`config.mk`:
```
export PLATFORM = sky130hd
export DESIGN_NAME = sprite_plotter
export DESIGN_NICKNAME = d
export VERILOG_FILES = /design/src/rtl/sprite_pkg.sv /design/src/rtl/sprite_rotate.sv /design/src/rtl/sprite_plotter.sv
export SDC_FILE = /design/constraint.sdc
export NUM_CORES = 1
export LEC_CHECK = 0
export CAP_MARGIN = 20
export CORE_MARGIN = 2
export CORE_UTILIZATION = 55
export DETAILED_ROUTE_END_ITERATION = 10
export GPL_ROUTABILITY_DRIVEN = 0
export GPL_TIMING_DRIVEN = 0
export PLACE_DENSITY = 0.84
export SYNTH_ARGS = -nofsm -noshare
export SYNTH_HDL_FRONTEND = slang
export SYNTH_SLANG_ARGS = --single-unit
```
`constraint.sdc`:
```
create_clock -name CLOCK_50 -period 9.68 [get_ports CLOCK_50]
set_input_delay 0.968 -clock CLOCK_50 [delete_from_list [all_inputs] [get_ports CLOCK_50]]
set_output_delay 0.968 -clock CLOCK_50 [all_outputs]
set_load 0.01 [all_outputs]
```
`src/rtl/sprite_pkg.sv`:
```
// Shared encodings for the sprite plotter: orientation codes, FSM states and
// default screen geometry.
package sprite_pkg;

   localparam logic [1:0] DIR_UP    = 2'd0;
   localparam logic [1:0] DIR_RIGHT = 2'd1;
   localparam logic [1:0] DIR_DOWN  = 2'd2;
   localparam logic [1:0] DIR_LEFT  = 2'd3;

   typedef enum logic [1:0] {
      IDLE = 2'd0,
      SCAN = 2'd1,
      DONE = 2'd2
   } state_t;

   localparam int unsigned SCREEN_W_DEF = 160;
   localparam int unsigned SCREEN_H_DEF = 120;

endpackage

```
`src/rtl/sprite_rotate.sv`:
```
// Maps a screen-relative pixel (r,c) and an orientation to the bit index of the
// up-orientation sprite bitmap that supplies that pixel.
module sprite_rotate
   import sprite_pkg::*;
#(
   parameter int unsigned SPRITE_N = 3,
   parameter int unsigned IDX_W    = 4
) (
   input  logic [2:0]       r,
   input  logic [2:0]       c,
   input  logic [1:0]       dir,
   output logic [IDX_W-1:0] idx_c
);

   int unsigned ri_c;
   int unsigned ci_c;
   int unsigned lin_c;

   // Rotate the source coordinate back into the unrotated bitmap.
   always_comb begin
      ri_c  = 32'(r);
      ci_c  = 32'(c);
      lin_c = ri_c * SPRITE_N + ci_c;
      case (dir)
         DIR_UP:    lin_c = ri_c * SPRITE_N + ci_c;
         DIR_RIGHT: lin_c = (SPRITE_N - 1 - ci_c) * SPRITE_N + ri_c;
         DIR_DOWN:  lin_c = (SPRITE_N - 1 - ri_c) * SPRITE_N + (SPRITE_N - 1 - ci_c);
         DIR_LEFT:  lin_c = ci_c * SPRITE_N + (SPRITE_N - 1 - ri_c);
         default:   lin_c = ri_c * SPRITE_N + ci_c;
      endcase
      idx_c = IDX_W'(lin_c);
   end

endmodule

```
`src/rtl/sprite_plotter.sv`:
```
// Draws a square, rotatable sprite one pixel per cycle into a VGA adapter.
// Optional build macro SPRITE_PLOTTER_ERASE_EN adds an erase input that forces
// the plotted colour to 0 while keeping the pixel set and timing.
module sprite_plotter
   import sprite_pkg::*;
#(
   parameter int unsigned SPRITE_N = 3,
   parameter int unsigned COLOUR_W = 3,
   parameter int unsigned SCREEN_W = SCREEN_W_DEF,
   parameter int unsigned SCREEN_H = SCREEN_H_DEF
) (
   input  logic                         CLOCK_50,
   input  logic                         resetN,
   input  logic                         go,
   input  logic [7:0]                   x_in,
   input  logic [6:0]                   y_in,
   input  logic [1:0]                   dir,
   input  logic [SPRITE_N*SPRITE_N-1:0] sprite_mask,
   input  logic [COLOUR_W-1:0]          colour_in,
`ifdef SPRITE_PLOTTER_ERASE_EN
   input  logic                         erase,
`endif
   output logic [7:0]                   x,
   output logic [6:0]                   y,
   output logic [COLOUR_W-1:0]          colour,
   output logic                         plot,
   output logic                         busy,
   output logic                         done
);

   localparam int unsigned NN    = SPRITE_N * SPRITE_N;
   localparam int unsigned IDX_W = $clog2(NN);
   localparam int unsigned CNT_W = 3;

   state_t               state_q, state_d;
   logic [CNT_W-1:0]     r_q, r_d, c_q, c_d;
   logic [7:0]           x0_q, x0_d;
   logic [6:0]           y0_q, y0_d;
   logic [1:0]           dir_q, dir_d;
   logic [NN-1:0]        mask_q, mask_d;
   logic [COLOUR_W-1:0]  col_q, col_d;
   logic [7:0]           x_q, x_d;
   logic [6:0]           y_q, y_d;
   logic [COLOUR_W-1:0]  colour_q, colour_d;
   logic                 plot_q, plot_d;
   logic                 busy_q, busy_d;
   logic                 done_q, done_d;

   logic [IDX_W-1:0]     src_idx_c;
   logic [COLOUR_W-1:0]  pix_colour_c;
   logic [8:0]           x_sum_c;
   logic [7:0]           y_sum_c;
   logic                 last_c;

   sprite_rotate #(
      .SPRITE_N (SPRITE_N),
      .IDX_W    (IDX_W)
   ) u_rotate (
      .r     (r_q),
      .c     (c_q),
      .dir   (dir_q),
      .idx_c (src_idx_c)
   );

`ifdef SPRITE_PLOTTER_ERASE_EN
   logic erase_q, erase_d;

   // Erasing paints the same pixels in background colour 0.
   assign pix_colour_c = erase_q ? '0 : col_q;
`else
   assign pix_colour_c = col_q;
`endif

   // State, latched sprite and output registers.
   always_ff @(posedge CLOCK_50 or negedge resetN) begin
      if (!resetN) begin
         state_q  <= IDLE;
         r_q      <= '0;
         c_q      <= '0;
         x0_q     <= '0;
         y0_q     <= '0;
         dir_q    <= '0;
         mask_q   <= '0;
         col_q    <= '0;
         x_q      <= '0;
         y_q      <= '0;
         colour_q <= '0;
         plot_q   <= 1'b0;
         busy_q   <= 1'b0;
         done_q   <= 1'b0;
`ifdef SPRITE_PLOTTER_ERASE_EN
         erase_q  <= 1'b0;
`endif
      end else begin
         state_q  <= state_d;
         r_q      <= r_d;
         c_q      <= c_d;
         x0_q     <= x0_d;
         y0_q     <= y0_d;
         dir_q    <= dir_d;
         mask_q   <= mask_d;
         col_q    <= col_d;
         x_q      <= x_d;
         y_q      <= y_d;
         colour_q <= colour_d;
         plot_q   <= plot_d;
         busy_q   <= busy_d;
         done_q   <= done_d;
`ifdef SPRITE_PLOTTER_ERASE_EN
         erase_q  <= erase_d;
`endif
      end
   end

   // Next-state, scan counters, screen wrap and registered pixel outputs.
   always_comb begin
      state_d  = state_q;
      r_d      = r_q;
      c_d      = c_q;
      x0_d     = x0_q;
      y0_d     = y0_q;
      dir_d    = dir_q;
      mask_d   = mask_q;
      col_d    = col_q;
      x_d      = x_q;
      y_d      = y_q;
      colour_d = colour_q;
      plot_d   = 1'b0;
      done_d   = (state_q == DONE);
`ifdef SPRITE_PLOTTER_ERASE_EN
      erase_d  = erase_q;
`endif
      x_sum_c  = {1'b0, x0_q} + 9'(c_q);
      y_sum_c  = {1'b0, y0_q} + 8'(r_q);
      last_c   = (r_q == CNT_W'(SPRITE_N - 1)) && (c_q == CNT_W'(SPRITE_N - 1));

      case (state_q)
         IDLE: begin
            // busy_q stays high through the done pulse, so go is refused until then.
            if (go && !busy_q) begin
               state_d = SCAN;
               r_d     = '0;
               c_d     = '0;
               x0_d    = ({1'b0, x_in} >= 9'(SCREEN_W)) ? 8'(SCREEN_W - 1) : x_in;
               y0_d    = ({1'b0, y_in} >= 8'(SCREEN_H)) ? 7'(SCREEN_H - 1) : y_in;
               dir_d   = dir;
               mask_d  = sprite_mask;
               col_d   = colour_in;
`ifdef SPRITE_PLOTTER_ERASE_EN
               erase_d = erase;
`endif
            end
         end
         SCAN: begin
            x_d      = (x_sum_c >= 9'(SCREEN_W)) ? 8'(x_sum_c - 9'(SCREEN_W)) : x_sum_c[7:0];
            y_d      = (y_sum_c >= 8'(SCREEN_H)) ? 7'(y_sum_c - 8'(SCREEN_H)) : y_sum_c[6:0];
            colour_d = pix_colour_c;
            plot_d   = mask_q[src_idx_c];
            if (last_c) begin
               state_d = DONE;
            end else if (c_q == CNT_W'(SPRITE_N - 1)) begin
               c_d = '0;
               r_d = r_q + CNT_W'(1);
            end else begin
               c_d = c_q + CNT_W'(1);
            end
         end
         DONE:    state_d = IDLE;
         default: state_d = IDLE;
      endcase

      // Covers the one-cycle lag of the registered pixel and done outputs.
      busy_d = (state_d != IDLE) || (state_q != IDLE);
   end

   assign x      = x_q;
   assign y      = y_q;
   assign colour = colour_q;
   assign plot   = plot_q;
   assign busy   = busy_q;
   assign done   = done_q;

endmodule
```
==> impl_metrics.py <==
metrics = {
    "run_status": {
        "status": "finished, final reports clean",
    },
    "pwr": {
        "seq_power_share": 0.250,
        "p_sw_frac": 0.430,
        "p_leak_nw": 1.96,
        "ir_worst_vdd_mv": 0.211,
        "p_int_mw": 1.08,
        "totalPowerFinal_mw": 1.90,
        "power_switching_uw": 817,
        "p_comb_frac": 0.627,
        "pwr-share-clk": 0.122,
        "power_density_mw_per_mm2": 434,
    },
    "sta": {
        "final-hold-violation-count": 0,
        "setup_tns_ns": 0,
        "finalCriticalPeriod_ns": 3.70,
        "fin_worst_skew_ns": 0.00434,
        "timing_worst_slew_pin_value_ns": 0.834,
        "clock.fmax_mhz": 270,
        "maxSlewHeadroom": 0.440,
        "period_share": 0.383,
        "rsz0062_at_grt": "false",
        "setup_viol": 0,
        "slew_viol_final": 0,
        "whs_ns": 0.473,
    },
    "critical_path": {
        "worst-path-max-fanout": 12,
        "slowest_delay_ns": 0.59,
        "critPathCaptureType": "flop",
        "required_ns": 9.94,
        "worstRegToRegCells": 9,
        "critPathKind": "reg2reg",
        "start_kind": "flop",
        "path_cells": "ha_1 -> xnor2_1 -> fa_1 -> fa_1 -> mux4_2 -> mux2i_1 -> a21oi_1 -> o211ai_1 -> mux2i_1",
        "arrival_ns": 3.97,
        "cp_slowest_cell": "dfrtp_1",
    },
    "cts": {
        "clk_pin_slew_ns": 0.07,
        "htreeDepth": 3,
        "tritoncts": "done",
        "cts.repair.resized": 0,
        "cts_root_buffer": "clkbuf_8",
        "postCtsHoldBufs": 0,
        "cts_buffer_depth": 2,
        "cts_sinks": 58,
        "postCtsSetupBuffers": 0,
        "cts_buffers": 9,
        "clock_latency_ns": 0.34,
    },
    "placement": {
        "dpl.hpwl_mm": 5.91,
        "portBuffers": 52,
    },
    "layout": {
        "fillerInstances": 472,
        "area_growth_pct": 23.4,
        "layout-drive-gt1-share": 0.0572,
        "final_nets": 498,
        "final_util": 0.696,
        "n_antenna_cell": 0,
    },
    "hold_path": {
        "whs_path_depth": 2,
        "hp-class": "reg2reg",
    },
    "floorplanning": {
        "io_pins": 53,
        "core_sq_mm": 0.00628,
        "initial_core_util": 0.564,
        "die-width_um": 84.2,
        "design.die.area_sq_mm": 0.00709,
        "rows": 29,
        "die_h_um": 84.2,
    },
    "grt": {
        "grt_antenna_before_repair": 0,
        "grt_max_degree": 32,
        "grt_pass1_vias": 3013,
        "track_usage": 0.252,
        "grt_pass1_wl_mm": 13.9,
        "grt-ovfl-total": 0,
    },
    "yosys": {
        "synth_fp_nets": 434,
        "synth_seq_cells": 58,
        "synthCells": 368,
        "synth_ff_type": "dfrtp_1",
        "synth_seq_area_share": 0.410,
        "synth_cell_types": 47,
        "ys_warn_count": 0,
        "synth_edf_count": 0,
        "syn_avg_cell_area_sq_um": 9.62,
        "synthArstFlopShare": 1.00,
        "syn-cell-area_sq_mm": 0.00354,
    },
    "route": {
        "via_count": 2885,
        "drt_iter0_drc": 118,
        "dr.pass1.iters": 4,
        "ant_nets": 0,
        "route.detailed.drc": 0,
        "viasPerCell": 5.61,
        "wl_per_cell_um": 15.9,
        "drt-total-wl_mm": 8.19,
    },
    "flow_run": {
        "cap_violations": 0,
    },
}
area by class of cell:
type,count,area [sq um],share of cell area
tap,77,96.3,0.0221
inverter,19,71.3,0.0163
timing repair buffer,53,536,0.123
clock inverter,2,35.0,0.00802
buffer,12,48.8,0.0112
sequential,58,1450,0.332
multi-input combinational,279,1970,0.450
clock buffer,14,163,0.0372
power by group through the flow:
| stage | registers [mW] | clock network [mW] | logic (mW) |
|---|---|---|---|
| after floorplan | 0.466 | 0 | 0.885 |
| after global placement | 0.469 | 0 | 1.13 |
| after detailed placement | 0.476 | 0 | 1.18 |
| after CTS | 0.474 | 0.231 | 1.20 |
| after global routing | 0.491 | 0.245 | 1.34 |
| final | 0.475 | 0.232 | 1.19 |
cells by family after synthesis:
kind of cell,synth area share
AO/OA/AOI/OAI,0.113
XOR/XNOR,0.0689
adder cells (fa/ha/maj),0.146
buffers and inverters,0.0339
flip-flops,0.410
multiplexers,0.0502
AND/OR/NAND/NOR,0.179
final timing paths:
check,end,from,slack [ns]
setup reg to reg,plot$_DFF_PN0_,r_q[1]$_DFFE_PN0P_,5.98
min in group asynchronous,y0_q[6]$_DFFE_PN0P_,resetN,0.67
max in group asynchronous,mask_q[8]$_DFFE_PN0P_,resetN,8.42
setup / recovery,plot$_DFF_PN0_,r_q[1]$_DFFE_PN0P_,5.98
hold / removal,mask_q[5]$_DFFE_PN0P_,mask_q[5]$_DFFE_PN0P_,0.47
hold reg to reg,mask_q[5]$_DFFE_PN0P_,mask_q[5]$_DFFE_PN0P_,0.47
metrics by stage:
stage	std cells	setup slack (ns)	cell area, sq um
floorplan	368	6.35	3540
global placement	497	5.88	4160
detailed placement	498	5.98	4170
CTS	514	5.95	4370
global route	514	5.75	4370
finish	514	5.98	4370
cell usage in the layout, fill, tap and decap left out, types with 3 or more instances in the layout:
master	n
a21o_1	4
a21oi_1	8
a31oi_1	3
clkbuf_1	13
clkbuf_8	11
clkdlybuf4s50_1	51
dfrtp_1	58
fa_1	12
ha_1	22
inv_1	18
mux2i_1	11
mux4_2	3
nand2_1	100
nand2b_1	3
nand3_1	9
nor2_1	11
nor2b_1	3
nor3_1	7
o21ai_0	17
o22a_1	8
xnor2_1	21
xor2_1	5
synthesized netlist by cell type (3+ instances only):
master,number,share of area
fa_1,12,0.068
a21oi_1,8,0.011
nand3_1,9,0.013
mux4_2,3,0.019
ha_1,22,0.078
clkbuf_1,10,0.011
a31oi_1,3,0.0053
nand2b_1,3,0.0053
xor2_1,5,0.012
nor2_1,11,0.012
nor2b_1,3,0.0053
nand2_1,100,0.11
a21o_1,4,0.0085
mux2i_1,11,0.031
inv_1,18,0.019
o21ai_0,17,0.024
xnor2_1,21,0.052
nor3_1,7,0.0099
o22a_1,8,0.020
dfrtp_1,58,0.41
metal layers:
metal	up-vias	track usage	share of wire
li1	1382	-	-
met1	1405	0.307	0.43
met2	80	0.424	0.50
met3	18	0.0590	0.048
met4	0	0.120	0.021
met5	-	0	0
sequential cells by signal, summed over array words and instances, names as in the netlist:
signal,count
x0_q,8
done,1
c_q,3
y0_q,7
colour,3
mask_q,9
state_q,2
plot,1
dir_q,2
col_q,3
y,7
r_q,3
x,8
busy,1
critical path, delay by kind of cell (launching register included):
kind / cells / cell delay, ns
xor gates and xnor gates: 1 / 0.47
muxes: 3 / 0.89
adders and majority gates: 3 / 1.38
AOI/OAI and AO/OA: 2 / 0.28
DFF: 1 / 0.59
No activity file was read; power rests on OpenSTA's default activity.
